### config.mk
export PLATFORM = sky130hd
export DESIGN_NAME = uut_hash_run_sequencer_flat
export DESIGN_NICKNAME = d
export VERILOG_FILES = /design/src/rtl/uut_hash_run_sequencer_if.sv /design/src/rtl/uut_hash_run_sequencer.sv /design/src/flat_wrapper.sv
export SDC_FILE = /design/constraint.sdc
export NUM_CORES = 1
export LEC_CHECK = 0
export BUFFER_PORTS_ARGS = -buffer_cell sky130_fd_sc_hd__buf_2
export CORE_AREA = 2 2 262 264
export CTS_BUF_LIST = sky130_fd_sc_hd__clkbuf_16
export DETAILED_ROUTE_END_ITERATION = 10
export DIE_AREA = 0 0 264 266
export HOLD_SLACK_MARGIN = 0.06
export PLACE_DENSITY_LB_ADDON = 0.12
export SETUP_SLACK_MARGIN = 0.5
export SLEW_MARGIN = 15
export SYNTH_ARGS = -nofsm -noshare
export SYNTH_HDL_FRONTEND = slang
export SYNTH_SLANG_ARGS = --single-unit
### constraint.sdc
create_clock -name clk -period 3.2 [get_ports clk]
set_clock_uncertainty 0.1 [all_clocks]
set_input_delay 0.64 -clock clk [delete_from_list [all_inputs] [get_ports clk]]
set_output_delay 0.64 -clock clk [all_outputs]
set_load 0.1 [all_outputs]
### src/rtl/uut_hash_run_sequencer_if.sv
// Controller/UUT-facing signal bundle of the hash run sequencer.
// master = controller plus UUT side, slave = the sequencer itself.
interface uut_hash_run_sequencer_if #(
    parameter int DATA_WIDTH = 64,
    parameter int HASH_WIDTH = 128,
    parameter int CNT_WIDTH  = 32,
    parameter int RUNS_WIDTH = 16
);
    logic                  start_i;
    logic [RUNS_WIDTH-1:0] runs_i;
    logic [DATA_WIDTH-1:0] plaintext_i;
    logic                  incr_i;
    logic                  busy_o;
    logic                  done_o;
    logic                  timeout_o;
    logic                  rst_uut_o;
    logic [DATA_WIDTH-1:0] plaintext_uut_o;
    logic [HASH_WIDTH-1:0] hash_uut_i;
    logic                  end_signal_uut_i;
    logic [HASH_WIDTH-1:0] hash_last_o;
    logic [HASH_WIDTH-1:0] signature_o;
    logic [RUNS_WIDTH-1:0] runs_done_o;
    logic [CNT_WIDTH-1:0]  cycles_last_o;
    logic [CNT_WIDTH-1:0]  cycles_min_o;
    logic [CNT_WIDTH-1:0]  cycles_max_o;
    logic [CNT_WIDTH-1:0]  cycles_total_o;

    modport master (
        output start_i, runs_i, plaintext_i, incr_i, hash_uut_i, end_signal_uut_i,
        input  busy_o, done_o, timeout_o, rst_uut_o, plaintext_uut_o,
               hash_last_o, signature_o, runs_done_o,
               cycles_last_o, cycles_min_o, cycles_max_o, cycles_total_o
    );

    modport slave (
        input  start_i, runs_i, plaintext_i, incr_i, hash_uut_i, end_signal_uut_i,
        output busy_o, done_o, timeout_o, rst_uut_o, plaintext_uut_o,
               hash_last_o, signature_o, runs_done_o,
               cycles_last_o, cycles_min_o, cycles_max_o, cycles_total_o
    );
endinterface

### src/rtl/uut_hash_run_sequencer.sv
// Runs a hash UUT N times (reset, run, capture), folding the hashes into an
// XOR signature and tracking min/max/total latency with a per-run timeout.
module uut_hash_run_sequencer #(
    parameter int DATA_WIDTH = 64,
    parameter int HASH_WIDTH = 128,
    parameter int CNT_WIDTH  = 32,
    parameter int RUNS_WIDTH = 16,
    parameter int RST_CYCLES = 4,
    parameter int TIMEOUT    = 1048576
) (
    input  logic clk,
    input  logic rst,
    uut_hash_run_sequencer_if.slave bus
);
    localparam int RCW = (RST_CYCLES < 2) ? 1 : $clog2(RST_CYCLES);

    typedef enum logic [2:0] {
        S_IDLE, S_RST_UUT, S_RUN, S_CAPTURE, S_DONE
    } state_t;

    state_t                r_state;
    state_t                w_next;
    logic [RUNS_WIDTH-1:0] r_runs;
    logic [DATA_WIDTH-1:0] r_pt;
    logic                  r_incr;
    logic [RCW-1:0]        r_rst_cnt;
    logic [CNT_WIDTH-1:0]  r_lat_cnt;
    logic [HASH_WIDTH-1:0] r_hash_last;
    logic [HASH_WIDTH-1:0] r_sig;
    logic [RUNS_WIDTH-1:0] r_runs_done;
    logic [CNT_WIDTH-1:0]  r_last;
    logic [CNT_WIDTH-1:0]  r_min;
    logic [CNT_WIDTH-1:0]  r_max;
    logic [CNT_WIDTH-1:0]  r_total;
    logic                  r_timeout;

    logic                  w_rst_last;
    logic                  w_timeout_hit;
    logic                  w_last_run;
    logic [CNT_WIDTH:0]    w_total_sum;
    logic                  w_busy;
    logic                  w_done;
    logic                  w_rst_uut;

    assign w_rst_last    = (r_rst_cnt == RCW'(RST_CYCLES - 1));
    assign w_timeout_hit = (r_lat_cnt == CNT_WIDTH'(TIMEOUT));
    assign w_last_run    = ((r_runs_done + RUNS_WIDTH'(1)) == r_runs);
    // One extra bit catches the carry that triggers saturation.
    assign w_total_sum   = {1'b0, r_total} + {1'b0, r_lat_cnt};

    always_ff @(posedge clk) begin
        if (!rst) r_state <= S_IDLE;
        else      r_state <= w_next;
    end

    always_comb begin
        w_next = r_state;
        case (r_state)
            S_IDLE:    if (bus.start_i) w_next = S_RST_UUT;
            S_RST_UUT: if (w_rst_last) w_next = S_RUN;
            S_RUN: begin
                if (bus.end_signal_uut_i) w_next = S_CAPTURE;
                else if (w_timeout_hit)   w_next = S_DONE;
            end
            S_CAPTURE: w_next = w_last_run ? S_DONE : S_RST_UUT;
            S_DONE:    w_next = S_IDLE;
            default:   w_next = S_IDLE;
        endcase
    end

    always_comb begin
        w_busy    = (r_state != S_IDLE);
        w_done    = (r_state == S_DONE);
        w_rst_uut = (r_state != S_RUN);
    end

    always_ff @(posedge clk) begin
        if (!rst) begin
            r_runs      <= '0;
            r_pt        <= '0;
            r_incr      <= 1'b0;
            r_rst_cnt   <= '0;
            r_lat_cnt   <= '0;
            r_hash_last <= '0;
            r_sig       <= '0;
            r_runs_done <= '0;
            r_last      <= '0;
            r_min       <= '0;
            r_max       <= '0;
            r_total     <= '0;
            r_timeout   <= 1'b0;
        end else begin
            case (r_state)
                S_IDLE: begin
                    if (bus.start_i) begin
                        r_runs      <= (bus.runs_i == '0) ? RUNS_WIDTH'(1) : bus.runs_i;
                        r_pt        <= bus.plaintext_i;
                        r_incr      <= bus.incr_i;
                        r_rst_cnt   <= '0;
                        r_hash_last <= '0;
                        r_sig       <= '0;
                        r_runs_done <= '0;
                        r_last      <= '0;
                        r_min       <= '1;
                        r_max       <= '0;
                        r_total     <= '0;
                        r_timeout   <= 1'b0;
                    end
                end
                S_RST_UUT: begin
                    r_rst_cnt <= r_rst_cnt + RCW'(1);
                    r_lat_cnt <= CNT_WIDTH'(1);
                end
                S_RUN: begin
                    // The counter freezes on end so CAPTURE sees the latency.
                    if (!bus.end_signal_uut_i) begin
                        r_lat_cnt <= r_lat_cnt + CNT_WIDTH'(1);
                        if (w_timeout_hit) r_timeout <= 1'b1;
                    end
                end
                S_CAPTURE: begin
                    r_hash_last <= bus.hash_uut_i;
                    r_sig       <= r_sig ^ bus.hash_uut_i;
                    r_last      <= r_lat_cnt;
                    if (r_lat_cnt < r_min) r_min <= r_lat_cnt;
                    if (r_lat_cnt > r_max) r_max <= r_lat_cnt;
                    r_total     <= w_total_sum[CNT_WIDTH] ? '1 : w_total_sum[CNT_WIDTH-1:0];
                    r_runs_done <= r_runs_done + RUNS_WIDTH'(1);
                    r_rst_cnt   <= '0;
                    if (!w_last_run && r_incr) r_pt <= r_pt + DATA_WIDTH'(1);
                end
                default: ;
            endcase
        end
    end

    assign bus.busy_o          = w_busy;
    assign bus.done_o          = w_done;
    assign bus.rst_uut_o       = w_rst_uut;
    assign bus.timeout_o       = r_timeout;
    assign bus.plaintext_uut_o = r_pt;
    assign bus.hash_last_o     = r_hash_last;
    assign bus.signature_o     = r_sig;
    assign bus.runs_done_o     = r_runs_done;
    assign bus.cycles_last_o   = r_last;
    assign bus.cycles_min_o    = r_min;
    assign bus.cycles_max_o    = r_max;
    assign bus.cycles_total_o  = r_total;
endmodule
### src/flat_wrapper.sv
// flat-port wrapper written by rule: the top's interface ports become plain ports
module uut_hash_run_sequencer_flat 
#(
    parameter int DATA_WIDTH = 64,
    parameter int HASH_WIDTH = 128,
    parameter int CNT_WIDTH  = 32,
    parameter int RUNS_WIDTH = 16,
    parameter int RST_CYCLES = 4,
    parameter int TIMEOUT    = 1048576
)
  (clk, rst, bus_start_i, bus_runs_i, bus_plaintext_i, bus_incr_i, bus_hash_uut_i, bus_end_signal_uut_i, bus_busy_o, bus_done_o, bus_timeout_o, bus_rst_uut_o, bus_plaintext_uut_o, bus_hash_last_o, bus_signature_o, bus_runs_done_o, bus_cycles_last_o, bus_cycles_min_o, bus_cycles_max_o, bus_cycles_total_o);
  uut_hash_run_sequencer_if #(.DATA_WIDTH(DATA_WIDTH), .HASH_WIDTH(HASH_WIDTH), .CNT_WIDTH(CNT_WIDTH), .RUNS_WIDTH(RUNS_WIDTH)) bus_i ();
  input  logic clk;
  input  logic rst;
  input wire logic [$bits(bus_i.start_i)-1:0] bus_start_i;
  input wire logic [$bits(bus_i.runs_i)-1:0] bus_runs_i;
  input wire logic [$bits(bus_i.plaintext_i)-1:0] bus_plaintext_i;
  input wire logic [$bits(bus_i.incr_i)-1:0] bus_incr_i;
  input wire logic [$bits(bus_i.hash_uut_i)-1:0] bus_hash_uut_i;
  input wire logic [$bits(bus_i.end_signal_uut_i)-1:0] bus_end_signal_uut_i;
  output wire logic [$bits(bus_i.busy_o)-1:0] bus_busy_o;
  output wire logic [$bits(bus_i.done_o)-1:0] bus_done_o;
  output wire logic [$bits(bus_i.timeout_o)-1:0] bus_timeout_o;
  output wire logic [$bits(bus_i.rst_uut_o)-1:0] bus_rst_uut_o;
  output wire logic [$bits(bus_i.plaintext_uut_o)-1:0] bus_plaintext_uut_o;
  output wire logic [$bits(bus_i.hash_last_o)-1:0] bus_hash_last_o;
  output wire logic [$bits(bus_i.signature_o)-1:0] bus_signature_o;
  output wire logic [$bits(bus_i.runs_done_o)-1:0] bus_runs_done_o;
  output wire logic [$bits(bus_i.cycles_last_o)-1:0] bus_cycles_last_o;
  output wire logic [$bits(bus_i.cycles_min_o)-1:0] bus_cycles_min_o;
  output wire logic [$bits(bus_i.cycles_max_o)-1:0] bus_cycles_max_o;
  output wire logic [$bits(bus_i.cycles_total_o)-1:0] bus_cycles_total_o;
  assign bus_i.start_i = bus_start_i;
  assign bus_i.runs_i = bus_runs_i;
  assign bus_i.plaintext_i = bus_plaintext_i;
  assign bus_i.incr_i = bus_incr_i;
  assign bus_i.hash_uut_i = bus_hash_uut_i;
  assign bus_i.end_signal_uut_i = bus_end_signal_uut_i;
  assign bus_busy_o = bus_i.busy_o;
  assign bus_done_o = bus_i.done_o;
  assign bus_timeout_o = bus_i.timeout_o;
  assign bus_rst_uut_o = bus_i.rst_uut_o;
  assign bus_plaintext_uut_o = bus_i.plaintext_uut_o;
  assign bus_hash_last_o = bus_i.hash_last_o;
  assign bus_signature_o = bus_i.signature_o;
  assign bus_runs_done_o = bus_i.runs_done_o;
  assign bus_cycles_last_o = bus_i.cycles_last_o;
  assign bus_cycles_min_o = bus_i.cycles_min_o;
  assign bus_cycles_max_o = bus_i.cycles_max_o;
  assign bus_cycles_total_o = bus_i.cycles_total_o;
  uut_hash_run_sequencer #(.DATA_WIDTH(DATA_WIDTH), .HASH_WIDTH(HASH_WIDTH), .CNT_WIDTH(CNT_WIDTH), .RUNS_WIDTH(RUNS_WIDTH), .RST_CYCLES(RST_CYCLES), .TIMEOUT(TIMEOUT)) u_core (.clk(clk), .rst(rst), .bus(bus_i));
endmodule
Word level (Yosys, flattened, before mapping) --
Index checks and enable logic that the tools add are counted.
Word-level totals: register bits after elaboration 519, latch bits 0, memory bits (writable) 0, bits in read-only memories 0, bits of input ports 213, output and inout port bits 468, logic and storage cells 88, memories kept 0
Cells by class: add/sub/neg operators 5, $mul 0, div/mod/pow operators 0, magnitude comparators 2, equality and inequality tests 16, shift operators 0, mux-type cells 32, bitwise operators 1, reductions and logical operators 18
Operators by type and width (count):
- case mux 128 bit (2 select lines) | 2
- case mux 32 bit (2 select lines) | 5
- 2-to-1 mux 32 bit | 6
- 2-to-1 mux 128 bit | 1
- 2-to-1 mux 64 bit | 2
- case mux 64 bit (2 select lines) | 1
- bitwise XOR 128 bit | 1
- adder 64 x 1 -> 64 bit, second input constant | 1
- adder 32 x 32 -> 33 bit | 1
- adder 32 x 1 -> 32 bit, second input constant | 1
- == test 32 x 21 -> 1 bit, second input constant | 1
- > comparator 32 bit | 1
- less-than comparator 32 bit | 1
- 2-to-1 mux 16 bit | 2
- case mux 16 bit (2 select lines) | 1
- adder 16 x 1 -> 16 bit, second input constant | 1
- == test 16 bit | 1
- logical NOT 16 bit | 1
- 2-to-1 mux 3 bit | 5
- case mux 3 bit (4 select lines) | 1
- AND reduction 3 bit | 4
- != test 2 x 1 -> 1 bit, second input constant | 5
- AND reduction 2 bit | 4
- == test 3 x 2 -> 1 bit, second input constant | 2
- other kinds (16) | 23

Logic depth before layout (Yosys ltp) --
Gate-level depths: netlist of the first run.
depth in word-level cells 6, gate-level depth with buffers 13, gate-level depth less buffers 10

Worst setup path before layout of the first run --
OpenSTA, ideal clock, no wires.
path kind flip-flop to flip-flop, from register u_core.r_runs_done[0], in the netlist u_core.bus.runs_done_o[0], to register u_core.r_pt[38], in the netlist u_core.bus.plaintext_uut_o[38], library setup time 0.120 ns, data arrival time 3.827 ns, data required time 2.980 ns, setup slack -0.846 ns, stages on the path, launching flop included 11, path buffers 2, clock period less this slack 4.046 ns, path through dfxtp_1 ha_1 nand3_1 nor2_1 nand3_1 xnor2_1 or4b_1 or3_1 buf_6 buf_6 a211o_1
On the way: longest elaborated chain between the ends 6
RTL lines:
- from (decl) | RTL line uut_hash_run_sequencer.sv:30 | logic [RUNS_WIDTH-1:0] r_runs_done;
- from (signal assigned) | RTL line uut_hash_run_sequencer.sv:128 | r_runs_done <= r_runs_done + RUNS_WIDTH'(1);
- adder 16 x 1 -> 16 bit | RTL line uut_hash_run_sequencer.sv:47 | assign w_last_run = ((r_runs_done + RUNS_WIDTH'(1)) == r_runs);
- == test 16 bit | RTL line uut_hash_run_sequencer.sv:47
- logical NOT 1 bit | RTL line uut_hash_run_sequencer.sv:130 | if (!w_last_run && r_incr) r_pt <= r_pt + DATA_WIDTH'(1);
- logical AND 1 bit | RTL line uut_hash_run_sequencer.sv:130
- != test 2 x 1 -> 1 bit (no source line)
- AND reduction 3 bit (no source line)
- to (signal assigned) | RTL line uut_hash_run_sequencer.sv:97 | r_pt <= bus.plaintext_i;
- to (signal assigned) | RTL line uut_hash_run_sequencer.sv:130
- to (decl) | RTL line uut_hash_run_sequencer.sv:24 | logic [DATA_WIDTH-1:0] r_pt;
No other way between the ends. A chain may end at the register's enable or synchronous reset.

Worst setup path after layout of the first run --
from register u_core.r_runs_done[10], in the netlist u_core.bus.runs_done_o[10], to register u_core.r_pt[18], in the netlist u_core.bus.plaintext_uut_o[18]
Same word-level chain as after synthesis.

==> summary.md, run 1 <==
| Metric | Value |
|---|---|
| Max VDD drop | 0.3713 mV |
| Vias in the first global route | 24850 |
| Max_cap viols | 0 |
| XOR/XNOR Fraction of Synth Area | 0.02498 |
| Syn_area_per_cell | 8.072 sq um |
| Post-synthesis cell type count | 89 |
| Clock Latency Late Sink | 630 ps |
| Async SR Flop Fraction | 0 |
| Post-layout util | 0.5088 |
| Layout area overhead | 36.57% |
| Core area | 67750 sq um |
| RSZ-0062 raised after global routing | true |
| # IOs | 681 |
| Post-Layout Cell Count | 4793 |
| Synth top area share | 0.4116 |
| Sequential fraction of the synthesis area | 0.4116 |
| WP data required | 3630 ps |
| Vias | 26060 |
| Hold Path Class | in2reg |
| Critical Path Sink Type | flop |
| Crit path time final | 3048 ps |
| Iter 0 DRT Violations | 1793 |
| Worst-path fanout max | 4 |
| Startpoint Class | flop |
| First-pass iteration count of the detailed router | 5 |
| Cells after synthesis | 3127 |
| Most frequent CP cell | buf_6 |
| Synth area leader | dfxtp_1 |
| CP arrival | 3470 ps |
| Period utilization | 0.9524 |
| Drt via density | 5.438 |
| Reg area | 10630 sq um |
| Largest net degree at the start of global routing | 151 |
| Slew @ Worst Pin | 1115 ps |
| Mapped Nets | 3441 |
| Inserted Clock Buffers | 61 |
| Crit-path max cell delay | 550 ps |
| Simple-gate area share of the yosys netlist | 0.2318 |
| Fmax | 328.1 MHz |
| Compound-Gate Fraction of Synth Area | 0.2184 |
| Max-slew headroom at the worst pin | 0.2566 |
| Grt total ovfl | 0 |
| Starting Density | 0.3726 |
| Commonest non-fill, non-tap cells in the layout | buf_2 (677), nand2_1 (459), dfxtp_1 (408) |
| DR WL/cell | 21.38 um |
| Footprint of the multi-input gates | 14820 sq um |
| Initial antenna violation count | 14 |
| P_leak | 0.01447 uW |
| Fin worst setup slack | 152.2 ps |
| Pwr dens | 634.6 nW/um^2 |
| Register clock-pin slew on the reported worst setup and hold paths | 70 ps |
| Setup CP Type | reg2reg |
| Synthesized flop and latch total | 519 |
| Most common cell after layout, fill and taps aside | buf_2 |
| Port Buffers | 680 |
| Outcome | complete, no violations |
| Area contributors post-synth | dfxtp_1 (41%), a21oi_1 (8.1%), nand2_1 (6.9%) |
| Fillers | 6656 |
| Post-Syn Area | 25240 sq um |
| Clock sink count | 519 |
| Final Max Slew Viols | 0 |
| Worst-path cell with the longest stage delay | or4b_4 |
| CP cell instances | and4_1 > and3_4 > and3_1 > or3_1 > or4b_4 > buf_6 > nor3_4 > buf_6 > buf_6 > buf_16 > nor3_4 > o221a_4 |
| Fin nets | 4171 |
| Vert. Die Dim | 266 um |
| WL final | 102.5 mm |
| Fraction of layout instances using a drive strength above 1 | 0.3577 |
| Total power | 21880 uW |
| Top_reg_cell synth | dfxtp_1 |
| Post-synth EDFFs | 0 |
| CTS max path bufs | 3 |
| Routability cong. | 0.8951 |
| ANT nets after route | 0 |
| Main combinational cell family by area after synthesis | simple AND/OR/NAND/NOR gates |
| Row cnt | 96 |
| H-tree depth | 2 |
| Hold_ws | 141.8 ps |
| DRC errors left | 0 |
| Multiplexer share of the synthesized area | 0.01561 |
| CTS tree | built |
| Dpl hpwl | 71.60 mm |
| Number of synthesis warnings | 0 |
| Total Routing Usage GR | 0.2777 |
| Post-synthesis adder-cell area fraction | 0.05036 |
| First-pass GRT wire length | 152.7 mm |
| Post-place setup slack | -6.787 ps |
| Die width | 264 um |
| DP Cell Count | 4595 |
| Die Area | 70220 sq um |
| Final Hold Vio Count | 0 |
| Clk root buf | clkbuf_16 |
| Setup-failing EPs final | 0 |
## kinds of logic after synthesis
logic type | count (synthesis)
flip-flops | 519
AND/OR/NAND/NOR | 1205
multiplexers | 39
buffers and inverters | 305
XOR/XNOR | 72
AO/OA/AOI/OAI | 886
adder cells (fa/ha/maj) | 101
## cells in the mapped netlist (15+ instances only)
cell type	instances
xnor2_1	40
and2_1	19
a211oi_1	24
dfxtp_1	519
nor3_1	52
o211ai_1	36
nor4_1	29
o31ai_1	21
ha_1	100
a22oi_1	38
a31oi_1	28
a22o_1	15
nand2_1	465
a21oi_1	406
a21o_1	35
mux2i_1	36
and3_1	22
inv_1	84
nand4_1	41
clkbuf_1	193
and4_1	15
or2_2	138
nor2_1	152
a32o_1	32
nand3_1	201
o21ai_0	139
xor2_1	32
## cell type report
cell class	instances	share of cell area
clock inverters	45	0.01034
multi-input cells	2307	0.4299
flip-flops and latches	519	0.3083
clock buffers	64	0.04646
inverters	86	0.009655
repair buffers	882	0.1627
diodes	8	0.0005808
well taps	882	0.03201
## critical path, delay by kind of cell, from the launching register on
kind | cells | cell delay [ps]
simple gates | 7 | 1720
flops | 1 | 350
compound gates | 1 | 260
buf+inv | 4 | 520
## sequential cells by signal (all words and copies together), names as in the netlist
signal / flops
u_core.bus.cycles_total_o: 32
u_core.r_rst_cnt: 2
u_core.bus.runs_done_o: 16
u_core.r_runs: 16
u_core.bus.cycles_last_o: 32
u_core.bus.hash_last_o: 128
u_core.r_incr: 1
u_core.bus.cycles_min_o: 32
u_core.bus.cycles_max_o: 32
u_core.r_state: 3
u_core.bus.plaintext_uut_o: 64
u_core.bus.timeout_o: 1
u_core.r_lat_cnt: 32
u_core.bus.signature_o: 128
## stage by stage
step | setup TNS [ps] | instance area (sq um)
floorplan | 0 | 25590
global placement | -11.28 | 30350
detailed placement | -6.787 | 30350
CTS | 0 | 33970
global route | 0 | 34460
finish | 0 | 34470
## timing repair
| item | in CTS | in global routing |
|---|---|---|
| hold buffers | 0 | 0 |
| endpoints found under the setup margin | 168 | 170 |
| resized for setup | 192 | 77 |
| gates cloned | 17 | 2 |
| pin swaps | 92 | 75 |
| buffers inserted | 47 | 15 |
## report_power, final
part | internal (uW) | switching, uW | leakage [uW]
combinational | 1770 | 5740 | 0.00920
clock | 3990 | 2930 | 0.00101
sequential | 6940 | 500 | 0.00427
total | 12700 | 9170 | 0.0145
## worst paths after layout
check / from / to / slack, ps / cells past startpoint
max: u_core.bus.runs_done_o[10]$_SDFFE_PN0P_ / u_core.bus.plaintext_uut_o[18]$_SDFFE_PN0P_ / 150 / 12
min: bus_runs_i[14] / u_core.r_runs[14]$_SDFFE_PN0P_ / 140 / 2
max reg2reg: u_core.bus.runs_done_o[10]$_SDFFE_PN0P_ / u_core.bus.plaintext_uut_o[18]$_SDFFE_PN0P_ / 150 / 12
min reg2reg: u_core.bus.hash_last_o[76]$_SDFFE_PN0P_ / u_core.bus.hash_last_o[76]$_SDFFE_PN0P_ / 350 / 2
## routing by layer
metal  GRT usage  vias up  wire length, um  share of wire
li1            -    12650                -              -
met3     0.06368      165             7240          0.071
met2      0.4572      891            47830           0.47
met4     0.08185        6             2965          0.029
met1      0.3626    12350            44410           0.43
met5           0        -               34        0.00033
(Power assumes the default switching activity.)
==> run 2, diff against run 1 <==
--- a/config.mk
+++ b/config.mk
@@ -11,7 +11,7 @@
 export DETAILED_ROUTE_END_ITERATION = 10
 export DIE_AREA = 0 0 264 266
 export HOLD_SLACK_MARGIN = 0.06
-export PLACE_DENSITY_LB_ADDON = 0.12
+export PLACE_DENSITY = 0.65
 export SETUP_SLACK_MARGIN = 0.5
 export SLEW_MARGIN = 15
 export SYNTH_ARGS = -nofsm -noshare
==> run 2 against run 1 <==
Compared with the run above: count of clock-buffer cells in the layout is 5 lower; flip-flop and latch count stayed put; total power is 1.4% lower; critical path depth down 4; global-route usage up 0.21 points; fmax is 1.1% higher; setup slack improved by 32 ps; clock power shrank 4.0%; first-iteration DRC count is 42% higher; largest cell class unchanged; largest power group unchanged.
==> summary.md, run 2 (synthesis gave the netlist of run 1 again) <==
| Metric | Value |
|---|---|
| Outcome | complete, no violations |
| Grt total ovfl | 0 |
| Cts hold-fix bufs | 0 |
| CTS tree | built |
| Dpl hpwl | 73.84 mm |
| Vias in the first global route | 24840 |
| Hold Path Class | in2reg |
| Die Area | 70220 sq um |
| Register clock-pin slew on the reported worst setup and hold paths | 60 ps |
| Reg2Reg Setup Slack | 180 ps |
| ANT nets after route | 0 |
| Startpoint Class | flop |
| Critical Path Sink Type | flop |
| Fraction of layout instances using a drive strength above 1 | 0.3573 |
| Max VDD drop | 0.5009 mV |
| CP arrival | 3460 ps |
| Inserted Clock Buffers | 57 |
| Setup TNS | 0 ps |
| Fmax | 331.6 MHz |
| Min-delay src | bus_runs_i[15] |
| H-tree depth | 2 |
| Port Buffers | 680 |
| WL final | 104.9 mm |
| Starting Density | 0.3726 |
| R2r endpoint | u_core.bus.plaintext_uut_o[27]$_SDFFE_PN0P_ |
| WP data required | 3640 ps |
| Worst-path fanout max | 4 |
| DR WL/cell | 21.99 um |
| DRC errors left | 0 |
| Drt via density | 5.684 |
| Most common cell after layout, fill and taps aside | buf_2 |
| P_leak | 0.01439 uW |
| Max-slew headroom at the worst pin | 0.3962 |
| Fin nets | 4154 |
| Vias | 27120 |
| Slew @ Worst Pin | 905.7 ps |
| Setup CP Type | reg2reg |
| Hold path endpoint | u_core.r_runs[15]$_SDFFE_PN0P_ |
| Crit path time final | 3016 ps |
| Setup-failing EPs final | 0 |
| Max_cap viols | 0 |
| Row cnt | 96 |
| CTS max path bufs | 3 |
| Largest net degree at the start of global routing | 157 |
| Hold path depth | 2 |
| Post-place setup slack | 27.02 ps |
| Commonest non-fill, non-tap cells in the layout | buf_2 (677), nand2_1 (459), dfxtp_1 (408) |
| Fin worst setup slack | 184.5 ps |
| Core area | 67750 sq um |
| # IOs | 681 |
| First-pass iteration count of the detailed router | 6 |
| Total power | 21560 uW |
| Die width | 264 um |
| Clock Latency Late Sink | 640 ps |
| Total Routing Usage GR | 0.2798 |
| Hold_ws | 160.6 ps |
| Routability cong. | 0.9394 |
| Clk root buf | clkbuf_16 |
| Period utilization | 0.9424 |
| Vert. Die Dim | 266 um |
| Final Hold Vio Count | 0 |
| Clock sink count | 519 |
| Initial antenna violation count | 7 |
| RSZ-0062 raised after global routing | true |
| Pwr dens | 629.4 nW/um^2 |
| R2R cell count | 8 |
| Layout area overhead | 35.75% |
| Iter 0 DRT Violations | 2550 |
| Final Max Slew Viols | 0 |
| Reg2reg start | u_core.bus.plaintext_uut_o[15]$_SDFFE_PN0P_ |
| First-pass GRT wire length | 153.7 mm |
-- run 2: metal layers --
metal  wire [um]  global-route usage  vias to the layer above
met4        4695              0.1092                       10
met2       47970              0.4483                     1321
met3        9614             0.06562                      248
met5          56                   0                        -
met1       42600              0.3645                    12910
li1            -                   -                    12630
-- run 2: repair_timing --
action / in CTS / in global routing
endpoints found under the hold margin: 0 / 0
buffers inserted: 42 / 12
pin swaps: 97 / 70
gates cloned: 19 / 3
endpoints found under the setup margin: 166 / 170
resized for setup: 159 / 118
-- run 2: how the worst max path moves through the flow --
stage,from,to,slack [ps]
after floorplan,u_core.bus.runs_done_o[0]$_SDFFE_PN0P_,u_core.bus.plaintext_uut_o[38]$_SDFFE_PN0P_,20
after global placement,u_core.bus.runs_done_o[0]$_SDFFE_PN0P_,u_core.bus.plaintext_uut_o[30]$_SDFFE_PN0P_,80
after detailed placement,u_core.bus.runs_done_o[0]$_SDFFE_PN0P_,u_core.bus.plaintext_uut_o[29]$_SDFFE_PN0P_,30
after CTS,u_core.bus.cycles_total_o[0]$_SDFFE_PN0P_,u_core.bus.cycles_total_o[20]$_SDFFE_PN0P_,210
after global routing,u_core.bus.runs_done_o[1]$_SDFFE_PN0P_,u_core.bus.plaintext_uut_o[28]$_SDFFE_PN0P_,110
final,u_core.bus.plaintext_uut_o[15]$_SDFFE_PN0P_,u_core.bus.plaintext_uut_o[27]$_SDFFE_PN0P_,180
-- run 2: critical path, cell delays in order, from the launching register on --
cell and delay (ps):
dfxtp_2 400, nand3_1 190, or2_2 370, or4b_2 710, nor2_1 250, and3_1 320, a22oi_1 140, o31ai_2 260
o21a_1 170
-- run 2: power breakdown --
group | total [uW] | internal (uW) | switching (uW)
logic | 7470 | 1700 | 5780
registers | 7450 | 6940 | 504
clock network | 6640 | 3740 | 2910
total | 21600 | 12400 | 9190
-- run 2: cell type report --
cell class	count	area [sq um]
clock inverter	48	366.6
tap	882	1104
inverter	86	332.8
sequential	519	10620
antenna	2	5.005
timing repair buffer	869	5559
fill	6424	33480
clock buffer	59	1476
multi-input combinational	2307	14800
-- run 2: metrics by stage --
stage / utilization / area, sq um / cells
final: 0.5058 / 34260 / 4772
after global routing: 0.5057 / 34260 / 4771
after CTS: 0.4962 / 33610 / 4755
after detailed placement: 0.4475 / 30320 / 4587
after global placement: 0.4475 / 30320 / 4587
after floorplan: - / 25590 / 3127
==> run 3, diff against run 2 <==
==> constraint.sdc (replaced) <==
create_clock -name clk -period 3.2 [get_ports clk]
set_clock_uncertainty 0.1 [all_clocks]
set_input_delay 0.64 -clock clk [delete_from_list [all_inputs] [get_ports clk]]
set_output_delay 0.64 -clock clk [all_outputs]
set_load 0.01 [all_outputs]
==> run 3 against run 2 <==
Compared with the run above: fmax down 0.15%; final area down 0.39%; sequential power down 0.5%; cell count up 0.19%; via count down 0.29%; highest routed layer unchanged; critical path type unchanged; clock power up 3%; largest power group is now registers; count of clock-buffer cells in the layout up 2.
==> summary.md, run 3 (synthesis gave the netlist of run 1 again) <==
| Metric | Value |
|---|---|
| Starting Density | 0.3726 |
| Final Max Slew Viols | 0 |
| Post-Layout Cell Count | 4781 |
| Pwr dens | 553.4 nW/um^2 |
| Register clock-pin slew on the reported worst setup and hold paths | 60 ps |
| DP Cell Count | 4593 |
| P_leak | 0.01438 uW |
| Total power | 18890 uW |
| CP arrival | 3430 ps |
| RSZ-0062 raised after global routing | true |
| First-pass iteration count of the detailed router | 6 |
| Dpl hpwl | 71.31 mm |
| Die Area | 70220 sq um |
| Crit-path max cell delay | 520 ps |
| Most common cell after layout, fill and taps aside | buf_2 |
| Port Buffers | 680 |
| Buf/Inv on CP | 2 |
| DRC errors left | 0 |
| ANT nets after route | 0 |
| Max-slew headroom at the worst pin | 0.2956 |
| Worst-path cell with the longest stage delay | or4b_4 |
| Max VDD drop | 0.3796 mV |
| Total Routing Usage GR | 0.2750 |
| Most frequent CP cell | or3_4 |
| Clk root buf | clkbuf_16 |
| Grt total ovfl | 0 |
| Vert. Die Dim | 266 um |
| Final Hold Vio Count | 0 |
| # IOs | 681 |
| Clock Latency Late Sink | 620 ps |
| CTS tree | built |
| Commonest non-fill, non-tap cells in the layout | buf_2 (679), dfxtp_1 (499), nand2_1 (463) |
| Row cnt | 96 |
| Period utilization | 0.9438 |
| Vias in the first global route | 24780 |
| Inserted Clock Buffers | 59 |
| Startpoint Class | flop |
| WP data required | 3610 ps |
| Setup-failing EPs final | 0 |
| Iter 0 DRT Violations | 2700 |
| Drt via density | 5.657 |
| Clock sink count | 519 |
| Slew @ Worst Pin | 1057 ps |
| Hold Path Class | in2reg |
| Setup CP Type | reg2reg |
| Fmax | 331.1 MHz |
| CP delay by family, top | simple AND/OR/NAND/NOR gates |
| Layout area overhead | 35.22% |
| Die width | 264 um |
| Fraction of layout instances using a drive strength above 1 | 0.3338 |
| Core area | 67750 sq um |
| Setup TNS | 0 ps |
| Max_cap viols | 0 |
| DR WL/cell | 21.78 um |
| CTS max path bufs | 3 |
| Routability cong. | 0.9375 |
| Fin nets | 4161 |
| Initial antenna violation count | 5 |
| Largest net degree at the start of global routing | 124 |
| H-tree depth | 2 |
| First-pass GRT wire length | 151.7 mm |
| CP cell instances | nand4_4 > or3_4 > nor3_4 > xnor2_2 > or4b_4 > or3_4 > buf_12 > buf_16 > a31oi_4 > nand2_1 |
| Vias | 27050 |
| WL final | 104.1 mm |
| Critical Path Sink Type | flop |
| Outcome | complete, no violations |
| Crit path time final | 3020 ps |
| Worst-path fanout max | 6 |
run 3: changes by cell type in the layout (fill, tap and decap cells not counted), sizes merged:
cell / delta
clkinv: +7
or2: +3
inv: -6
clkinvlp: +1
clkbuf: +2
buf: +2
run 3: cell type report:
class	instances	area, sq um
Antenna cell	2	5.005
Timing Repair Buffer	871	5520
Clock inverter	50	379.1
Clock buffer	61	1526
Tap cell	882	1104
Fill cell	6478	33610
Inverter	86	332.8
Multi-Input combinational cell	2310	14830
Sequential cell	519	10440
run 3: timing repair:
action / CTS / global route
gates resized for setup: 129 / 111
pin swaps: 68 / 68
gates cloned: 19 / 4
hold buffers: 0 / 0
endpoints found under the setup margin: 165 / 171
setup buffers: 38 / 14
run 3: worst paths after layout:
check	startpoint	endpoint	slack [ps]	cells after the start
worst min-delay path	bus_runs_i[11]	u_core.r_runs[11]$_SDFFE_PN0P_	150	2
worst max register to register	u_core.bus.runs_done_o[0]$_SDFFE_PN0P_	u_core.bus.plaintext_uut_o[20]$_SDFFE_PN0P_	180	10
worst max-delay path	u_core.bus.runs_done_o[0]$_SDFFE_PN0P_	u_core.bus.plaintext_uut_o[20]$_SDFFE_PN0P_	180	10
worst min register to register	u_core.bus.hash_last_o[95]$_SDFFE_PN0P_	u_core.bus.hash_last_o[95]$_SDFFE_PN0P_	350	2
run 3: metal layers:
layer	vias up	GRT usage	share of wire
met5	-	0	0.00051
met4	8	0.1109	0.044
met3	269	0.06248	0.093
met2	1376	0.4297	0.45
met1	12770	0.3669	0.42
li1	12620	-	-
run 3: report_power, final:
part | switching, uW | internal (uW)
Combinational | 2980 | 1680
Clock | 2960 | 3850
Sequential | 475 | 6930
Total | 6420 | 12500
run 3: per-stage QoR:
stage          setup WS [ps]  hold WS [ps]  utilization  cell area (sq um)
2_1_floorplan          160.7         349.6            -              25420
3_3_place_gp           100.6         338.8       0.4461              30220
3_5_place_dp           32.44         343.1       0.4461              30220
4_1_cts                250.0         124.3       0.4929              33390
5_1_grt                87.30         124.5       0.5038              34130
6_report               179.9         150.4       0.5038              34130
